--- src/rtl/spi_master_cpha0.sv ---
// rtl/spi_master_cpha0.sv - SPI mode-0 master with byte valid/ready front end and ssel bursts
// Optional build macro: SPIM_LSB_FIRST_EN (shift bit 0 first on mosi and fill rx_data from bit 0 up)
module spi_master_cpha0 #(
    parameter int CLK_DIV  = 4,
    parameter int CS_SETUP = 2,
    parameter int CS_HOLD  = 2
) (
    input  logic       clk,
    input  logic       rst_n,
    input  logic       i_tx_valid,
    output logic       o_tx_ready,
    input  logic [7:0] i_tx_data,
    input  logic       i_tx_last,
    output logic       o_rx_valid,
    output logic [7:0] o_rx_data,
    output logic       o_busy,
    output logic       o_sck,
    output logic       o_mosi,
    output logic       o_ssel,
    input  logic       i_miso
);

    localparam logic [7:0] DIV_M1   = 8'(CLK_DIV - 1);
    localparam logic [7:0] SETUP_M1 = 8'(CS_SETUP - 1);
    localparam logic [7:0] HOLD_M1  = 8'(CS_HOLD - 1);

    typedef enum logic [2:0] {
        S_IDLE,
        S_SETUP,
        S_LOW,
        S_HIGH,
        S_NEXT,
        S_HOLD,
        S_DESEL
    } state_t;

    state_t     r_state;
    logic [7:0] r_cnt;
    logic [2:0] r_bit;
    logic [7:0] r_tx_shift;
    logic [7:0] r_rx_shift;
    logic       r_last;
    logic       r_miso_meta;
    logic       r_miso_sync;
    logic       r_tx_ready;
    logic       r_rx_valid;
    logic [7:0] r_rx_data;
    logic       r_busy;
    logic       r_sck;
    logic       r_mosi;
    logic       r_ssel;

    logic       w_first_bit;
    logic       w_next_bit;
    logic [7:0] w_tx_shifted;
    logic [7:0] w_rx_next;

`ifdef SPIM_LSB_FIRST_EN
    assign w_first_bit  = i_tx_data[0];
    assign w_next_bit   = r_tx_shift[1];
    assign w_tx_shifted = {1'b0, r_tx_shift[7:1]};
    assign w_rx_next    = {r_miso_sync, r_rx_shift[7:1]};
`else
    assign w_first_bit  = i_tx_data[7];
    assign w_next_bit   = r_tx_shift[6];
    assign w_tx_shifted = {r_tx_shift[6:0], 1'b0};
    assign w_rx_next    = {r_rx_shift[6:0], r_miso_sync};
`endif

    assign o_tx_ready = r_tx_ready;
    assign o_rx_valid = r_rx_valid;
    assign o_rx_data  = r_rx_data;
    assign o_busy     = r_busy;
    assign o_sck      = r_sck;
    assign o_mosi     = r_mosi;
    assign o_ssel     = r_ssel;

    // Two-flop synchroniser for the asynchronous miso line
    always_ff @(posedge clk or negedge rst_n) begin
        if (!rst_n) begin
            r_miso_meta <= 1'b0;
            r_miso_sync <= 1'b0;
        end else begin
            r_miso_meta <= i_miso;
            r_miso_sync <= r_miso_meta;
        end
    end

    // Transfer sequencer: phase timing, bit shifting and all registered bus outputs
    always_ff @(posedge clk or negedge rst_n) begin
        if (!rst_n) begin
            r_state    <= S_IDLE;
            r_cnt      <= 8'd0;
            r_bit      <= 3'd0;
            r_tx_shift <= 8'd0;
            r_rx_shift <= 8'd0;
            r_last     <= 1'b0;
            r_tx_ready <= 1'b1;
            r_rx_valid <= 1'b0;
            r_rx_data  <= 8'd0;
            r_busy     <= 1'b0;
            r_sck      <= 1'b0;
            r_mosi     <= 1'b0;
            r_ssel     <= 1'b1;
        end else begin
            r_rx_valid <= 1'b0;
            case (r_state)
                S_IDLE: begin
                    if (i_tx_valid) begin
                        r_tx_shift <= i_tx_data;
                        r_last     <= i_tx_last;
                        r_mosi     <= w_first_bit;
                        r_ssel     <= 1'b0;
                        r_tx_ready <= 1'b0;
                        r_busy     <= 1'b1;
                        r_bit      <= 3'd0;
                        r_cnt      <= SETUP_M1;
                        r_state    <= S_SETUP;
                    end
                end
                S_SETUP: begin
                    if (r_cnt == 8'd0) begin
                        r_cnt   <= DIV_M1;
                        r_state <= S_LOW;
                    end else begin
                        r_cnt <= r_cnt - 8'd1;
                    end
                end
                S_LOW: begin
                    if (r_cnt == 8'd0) begin
                        r_sck   <= 1'b1;
                        r_cnt   <= DIV_M1;
                        r_state <= S_HIGH;
                    end else begin
                        r_cnt <= r_cnt - 8'd1;
                    end
                end
                S_HIGH: begin
                    if (r_cnt == 8'd0) begin
                        // Last cycle of the high phase: capture miso and drop sck
                        r_sck      <= 1'b0;
                        r_rx_shift <= w_rx_next;
                        r_bit      <= r_bit + 3'd1;
                        if (r_bit == 3'd7) begin
                            r_rx_data  <= w_rx_next;
                            r_rx_valid <= 1'b1;
                            if (r_last) begin
                                r_cnt   <= HOLD_M1;
                                r_state <= S_HOLD;
                            end else begin
                                r_tx_ready <= 1'b1;
                                r_state    <= S_NEXT;
                            end
                        end else begin
                            r_mosi     <= w_next_bit;
                            r_tx_shift <= w_tx_shifted;
                            r_cnt      <= DIV_M1;
                            r_state    <= S_LOW;
                        end
                    end else begin
                        r_cnt <= r_cnt - 8'd1;
                    end
                end
                S_NEXT: begin
                    // ssel stays low; the next byte skips the setup delay
                    if (i_tx_valid) begin
                        r_tx_shift <= i_tx_data;
                        r_last     <= i_tx_last;
                        r_mosi     <= w_first_bit;
                        r_tx_ready <= 1'b0;
                        r_cnt      <= DIV_M1;
                        r_state    <= S_LOW;
                    end
                end
                S_HOLD: begin
                    if (r_cnt == 8'd0) begin
                        r_ssel  <= 1'b1;
                        r_cnt   <= HOLD_M1;
                        r_state <= S_DESEL;
                    end else begin
                        r_cnt <= r_cnt - 8'd1;
                    end
                end
                S_DESEL: begin
                    if (r_cnt == 8'd0) begin
                        r_tx_ready <= 1'b1;
                        r_busy     <= 1'b0;
                        r_state    <= S_IDLE;
                    end else begin
                        r_cnt <= r_cnt - 8'd1;
                    end
                end
                default: begin
                    r_state <= S_IDLE;
                end
            endcase
        end
    end

endmodule

--- config.mk ---
export PLATFORM = sky130hd
export DESIGN_NAME = spi_master_cpha0
export DESIGN_NICKNAME = d
export VERILOG_FILES = /design/src/rtl/spi_master_cpha0.sv
export SDC_FILE = /design/constraint.sdc
export NUM_CORES = 1
export LEC_CHECK = 0
export ABC_AREA = 1
export CAP_MARGIN = 5
export CORE_MARGIN = 2
export CORE_UTILIZATION = 30
export CTS_CLUSTER_DIAMETER = 100
export CTS_CLUSTER_SIZE = 10
export DETAILED_ROUTE_END_ITERATION = 7
export DONT_BUFFER_PORTS = 1
export GPL_ROUTABILITY_DRIVEN = 1
export GPL_TIMING_DRIVEN = 1
export PLACE_DENSITY = 0.46
export SYNTH_ARGS = -nofsm -noshare
export SYNTH_HDL_FRONTEND = slang
export SYNTH_SLANG_ARGS = --single-unit
--- constraint.sdc ---
create_clock -name clk -period 2.83 [get_ports clk]
set_input_delay 0.566 -clock clk [delete_from_list [all_inputs] [get_ports clk]]
set_output_delay 0.566 -clock clk [all_outputs]
set_load 0.05 [all_outputs]
# Word-level counts from Yosys, hierarchy flattened

Cells that the tools add are included.

Register bits after elaboration: 45
Output and inout port bits: 14

Add/sub/neg operators: 2
Muxes and demuxes: 44
Reductions and logical operators: 22
Equal/unequal tests: 20

Operators by type and width:

| operator                                            | number |
|---|---|
| two-way mux 8 bit                                   | 8 |
| case mux 8 bit (6 select lines)                     | 1 |
| two-way mux 3 bit                                   | 10 |
| inequality test 2 bit, second input constant        | 11 |
| two-way mux 7 bit                                   | 3 |
| case mux 3 bit (7 select lines)                     | 1 |
| AND reduction 3 bit                                 | 5 |
| two-way mux 1 bit                                   | 14 |
| case mux 7 bit (2 select lines)                     | 1 |
| equality test 3 bit, second input constant          | 4 |
| nonzero test 2 bit                                  | 5 |
| zero test 8 bit                                     | 1 |
| case mux 1 bit (2 select lines)                     | 4 |
| subtractor 8 x 1 -> 8 bit, second input constant    | 1 |
| AND reduction 7 bit                                 | 1 |
| equality test 3 x 2 -> 1 bit, second input constant | 2 |
| case mux 3 bit (2 select lines)                     | 1 |
| AND reduction 6 bit                                 | 1 |
| nonzero test 6 bit                                  | 1 |
| AND reduction 5 bit                                 | 1 |
| inequality test 4 bit, second input constant        | 1 |
| AND reduction 2 bit                                 | 2 |
| AND reduction 4 bit                                 | 1 |
| OR reduction 2 bit                                  | 2 |
| 6 further kinds                                     | 6 |

# Longest topological paths before layout

Depth after elaboration: 4
Mapped depth: 11

# Least setup slack after synthesis

Ideal clock, no wire load.

Path type: register to register
From: register r_cnt[0]
To: register r_tx_shift[4]
Stages on the path, launching flop included: 11
Arrival time: 1.408 ns
Path slack: 1.300 ns
Clock period less this slack: 1.530 ns
Cell sequence: dfrtp_1 -> inv_1 -> ha_1 -> nand2_2 -> nor2_8 -> nand2_4 -> nand2_2 -> nand2_2 -> buf_6 -> nand2_1 -> o21ai_2

Cells in the longest elaborated chain, start to end: 3

RTL lines:

| item                            | line | text |
|---|---|---|
| from (decl)                     | 38   | `logic [7:0] r_cnt;` |
| from (signal assigned)          | 126  | `r_cnt <= r_cnt - 8'd1;` |
| from (signal assigned)          | 135  | `r_cnt <= r_cnt - 8'd1;` |
| from (signal assigned)          | 161  | `r_cnt <= r_cnt - 8'd1;` |
| zero test 8 bit                 | 139  | `if (r_cnt == 8'd0) begin` |
| inequality test 2 bit (no line) | -    |  |
| AND reduction 4 bit (no line)   | -    |  |
| to (signal assigned)            | 110  | `r_tx_shift <= i_tx_data;` |
| to (signal assigned)            | 156  | `r_tx_shift <= w_tx_shifted;` |
| to (signal assigned)            | 167  | `r_tx_shift <= i_tx_data;` |
| to (decl)                       | 40   | `logic [7:0] r_tx_shift;` |

Every way passes these cells.
A chain may end at the register's enable or synchronous reset.

# Final worst setup path

From: register r_cnt[0]
To: register r_tx_shift[5]

The elaborated chain is that of the path after synthesis.

==> impl_metrics.csv <==
group,metric,value,unit
outcome,status,"finished, final reports clean",
logic_synthesis,postSynthAreaPerCell,8.60,um2
place,dp.cells,369,
floorplan,die_w,92.3,um
logic_synthesis,yosys.area.top_type,"dfrtp_1",
setup_path,worstSetupStartpointType,"flip-flop",
global_route,grt_use_total,12.6,%
pwr,p_per_area,1000,nW/um2
finish,drive_above_1_share,18.1,%
clock_tree,htreeDepth,2,
finish,area.growth.synth_to_final,9.52,%
logic_synthesis,netlist_instances,272,
pwr,power,2.56,mW
logic_synthesis,async_flop_share,100,%
pwr,power_leakage,1.24,nW
setup_path,cp-end-kind,"flip-flop",
global_route,grt_max_degree,44,
sta,clock_skew,4.84,ps
logic_synthesis,synth_edf_count,0,
sta,setup_viol,0,
finish,final_core_util,33.5,%
global_route,grt_overflow,0,
job,cap_viol_max_count,0,
hold_path,worstHoldPathType,"in -> async",
detailed_routing,routed-via-count,1687,
sta,maxSlewHeadroom,66.4,%
clock_tree,cts_sinks,45,
place,io_buffers,0,
sta,period_needed,1770,ps
logic_synthesis,ys.flop_type,"dfrtp_1",
detailed_routing,via_per_inst,4.46,
setup_path,path_class,"reg -> reg",
detailed_routing,dr.pass1.iters,4,
floorplan,core,7650,um2
detailed_routing,detail_route.wl_per_cell,13.0,um
clock_tree,clkLatencyLatePin,300,ps
setup_path,critPathMaxFanout,15,
setup_path,r2r_setup_slack,1060,ps
logic_synthesis,syn_area,2340,um2
setup_path,rr_startpoint,"r_cnt[0]",
place,place_hpwl,3510,um
sta,post-route-period-util,62.6,%
sta,setup_tns,0,ps
logic_synthesis,synth_cell_types,32,
setup_path,slowest_delay,410,ps
clock_tree,root_buffer,"clkbuf_8",
setup_path,startpoint,"r_cnt[0]",
place,place_congestion,0.820,
global_route,grt_pass1_wl,8420,um
logic_synthesis,synth_seq_cells,45,
global_route,grt_pass1_vias,1655,
pwr,ir_drop,0.375,mV
sta,rsz0062_at_grt,"no",
finish,finish.instance_area,2560,um2
clock_tree,clockBufferDepth,2,
floorplan,num_rows,32,
place,placed_cell_area,2430,um2
detailed_routing,drt_iter0_drc,91,
logic_synthesis,syn_nets,289,
global_route,antenna_found_initial,0,
logic_synthesis,synth.area.top_cells,"dfrtp_1 (46%), nand2_1 (13%), o21ai_1 (4.3%), inv_1 (3.5%), mux2i_1 (3.0%)",
sta,finalHoldViolCount,0,
sta,drv_slew,0,
clock_tree,path_clk_slew,90,ps
floorplan,die_area,8520,um2
clock_tree,cts_tree,"yes",
setup_path,worstSetupEndpoint,"r_tx_shift[5]",
floorplan,fp.dieH,92.3,um
clock_tree,numCtsBuffers,5,
finish,diodes,0,
setup_path,reg2reg_depth,9,
setup_path,worstPathArrival,1960,ps
sta,clock.fmax,564,MHz
detailed_routing,drc,0,
setup_path,crit_cells,9,
setup_path,crit_slowest_cell,"dfrtp_1",
logic_synthesis,synth_seq_area_share,48.2,%
finish,instances_no_fill,378,
setup_path,worstPathRequired,3010,ps
floorplan,initial_utilization,30.6,%
setup_path,crit_path_frequent_cell,"nand2_2",
logic_synthesis,yosys.area.top_type_share,46.0,%
floorplan,top_level_ports,27,
clock_tree,post_cts_resized,0,
detailed_routing,routed_wl,4930,um
finish,nets,292,
setup_path,critPathTopFamily,"simple AND/OR/NAND/NOR gates",
sta,tightest_slew,505,ps
setup_path,crit_buf_inv,1,
detailed_routing,antenna_left,0,
setup_path,regToRegEndpoint,"r_tx_shift[5]",
setup_path,path_cells,"inv_1, ha_1, nand2_2, nor2_8, nand2_4, nand2_2, nand2_2, nand2_1, o21ai_2",
logic_synthesis,ys_warn_count,0,
-- worst register-to-register path, delay by kind of cell, from the launching register on --
family,cells,cell delay (ps)
adder cells (fa/ha/maj),1,160
AND/OR/NAND/NOR,6,930
flip-flops,1,410
buffers and inverters,1,100
AO/OA/AOI/OAI,1,60
-- synthesized netlist by cell type (3+ instances only) --
| cell type | instances |
|---|---|
| nand2_1 | 81 |
| dfrtp_1 | 43 |
| inv_1 | 22 |
| o21ai_1 | 20 |
| nor2_1 | 14 |
| nand3_1 | 10 |
| inv_2 | 9 |
| nand2_2 | 8 |
| o21ai_0 | 8 |
| o21ai_2 | 8 |
| mux2i_1 | 7 |
| nand4_1 | 5 |
| ha_1 | 4 |
| a21oi_1 | 3 |
| nand3_2 | 3 |
| nor2_2 | 3 |
| xor2_1 | 3 |
-- per-stage QoR --
stage               setup WS, ps  hold WS (ps)
global placement            1060           272
CTS                         1020          86.5
floorplan                   1300           270
detailed placement          1040           272
finish                      1060          96.2
global route                 858          69.1
-- layout by cell type, fill, tap and decap left out, types with 7 or more instances in the layout --
cell type  count
o21ai_0        8
inv_1         22
o21ai_2        8
nand3_1       10
o21ai_1       20
inv_2          9
mux2i_1        7
nor2_1        14
dfrtp_1       43
nand2_1       81
nand2_2        8
-- cell families (layout without fill, tap and decap cells) --
logic type | after synthesis | after routing | share of synthesized area (%)
xor gates and xnor gates | 3 | 3 | 1.12
adders and majority gates | 4 | 4 | 2.14
muxes | 7 | 7 | 2.99
and+or+nand+nor | 132 | 132 | 27.0
buffers and inverters | 37 | 41 | 7.01
AOI/OAI and AO/OA | 44 | 44 | 11.6
DFF | 45 | 45 | 48.2
-- area by class of cell --
cell class | count | area (um2)
clock inverter | 2 | 35.0
timing repair buffer | 2 | 35.0
inverter | 31 | 116
clock buffer | 6 | 72.6
tap | 102 | 128
multi-input combinational | 190 | 1050
sequential | 45 | 1130
fill | 821 | 5080
-- where the power goes --
part / internal, mW / total (mW) / switching, mW / leakage, nW
sequential: 0.795 / 0.991 / 0.196 / 0.583
combinational: 0.388 / 1.08 / 0.694 / 0.606
clock: 0.262 / 0.488 / 0.226 / 0.0552
total: 1.45 / 2.56 / 1.12 / 1.24
-- state kept, by name, summed over array words and instances, names as in the netlist, 3 cells and up --
register and flops:
r_cnt 8, r_rx_shift 7, r_bit 3, r_state 3, r_tx_shift 7, o_rx_data 8
-- timing repair --
action / CTS / global route
hold buffers: 1 / 0
endpoints found under the hold margin: 43 / 0
buffers inserted: 0 / 0
-- layer usage --
| metal | up-vias | wire, um | global-route usage (%) |
|---|---|---|---|
| li1 | 877 | - | - |
| met1 | 785 | 2430 | 17.5 |
| met2 | 21 | 2280 | 19.1 |
| met3 | 4 | 179 | 3.34 |
| met4 | 0 | 36 | 4.10 |
| met5 | - | 0 | 0 |
-- how the worst min path moves through the flow --
stage	cells past startpoint	endpoint	slack, ps	from
after detailed placement	0	r_cnt[5]	270	rst_n
final	0	o_tx_ready	100	rst_n
after global placement	0	r_cnt[5]	270	rst_n
after floorplan	0	o_busy	270	rst_n
after CTS	0	o_tx_ready	90	rst_n
after global routing	0	o_tx_ready	70	rst_n
Power figures use the tool's default switching activity.
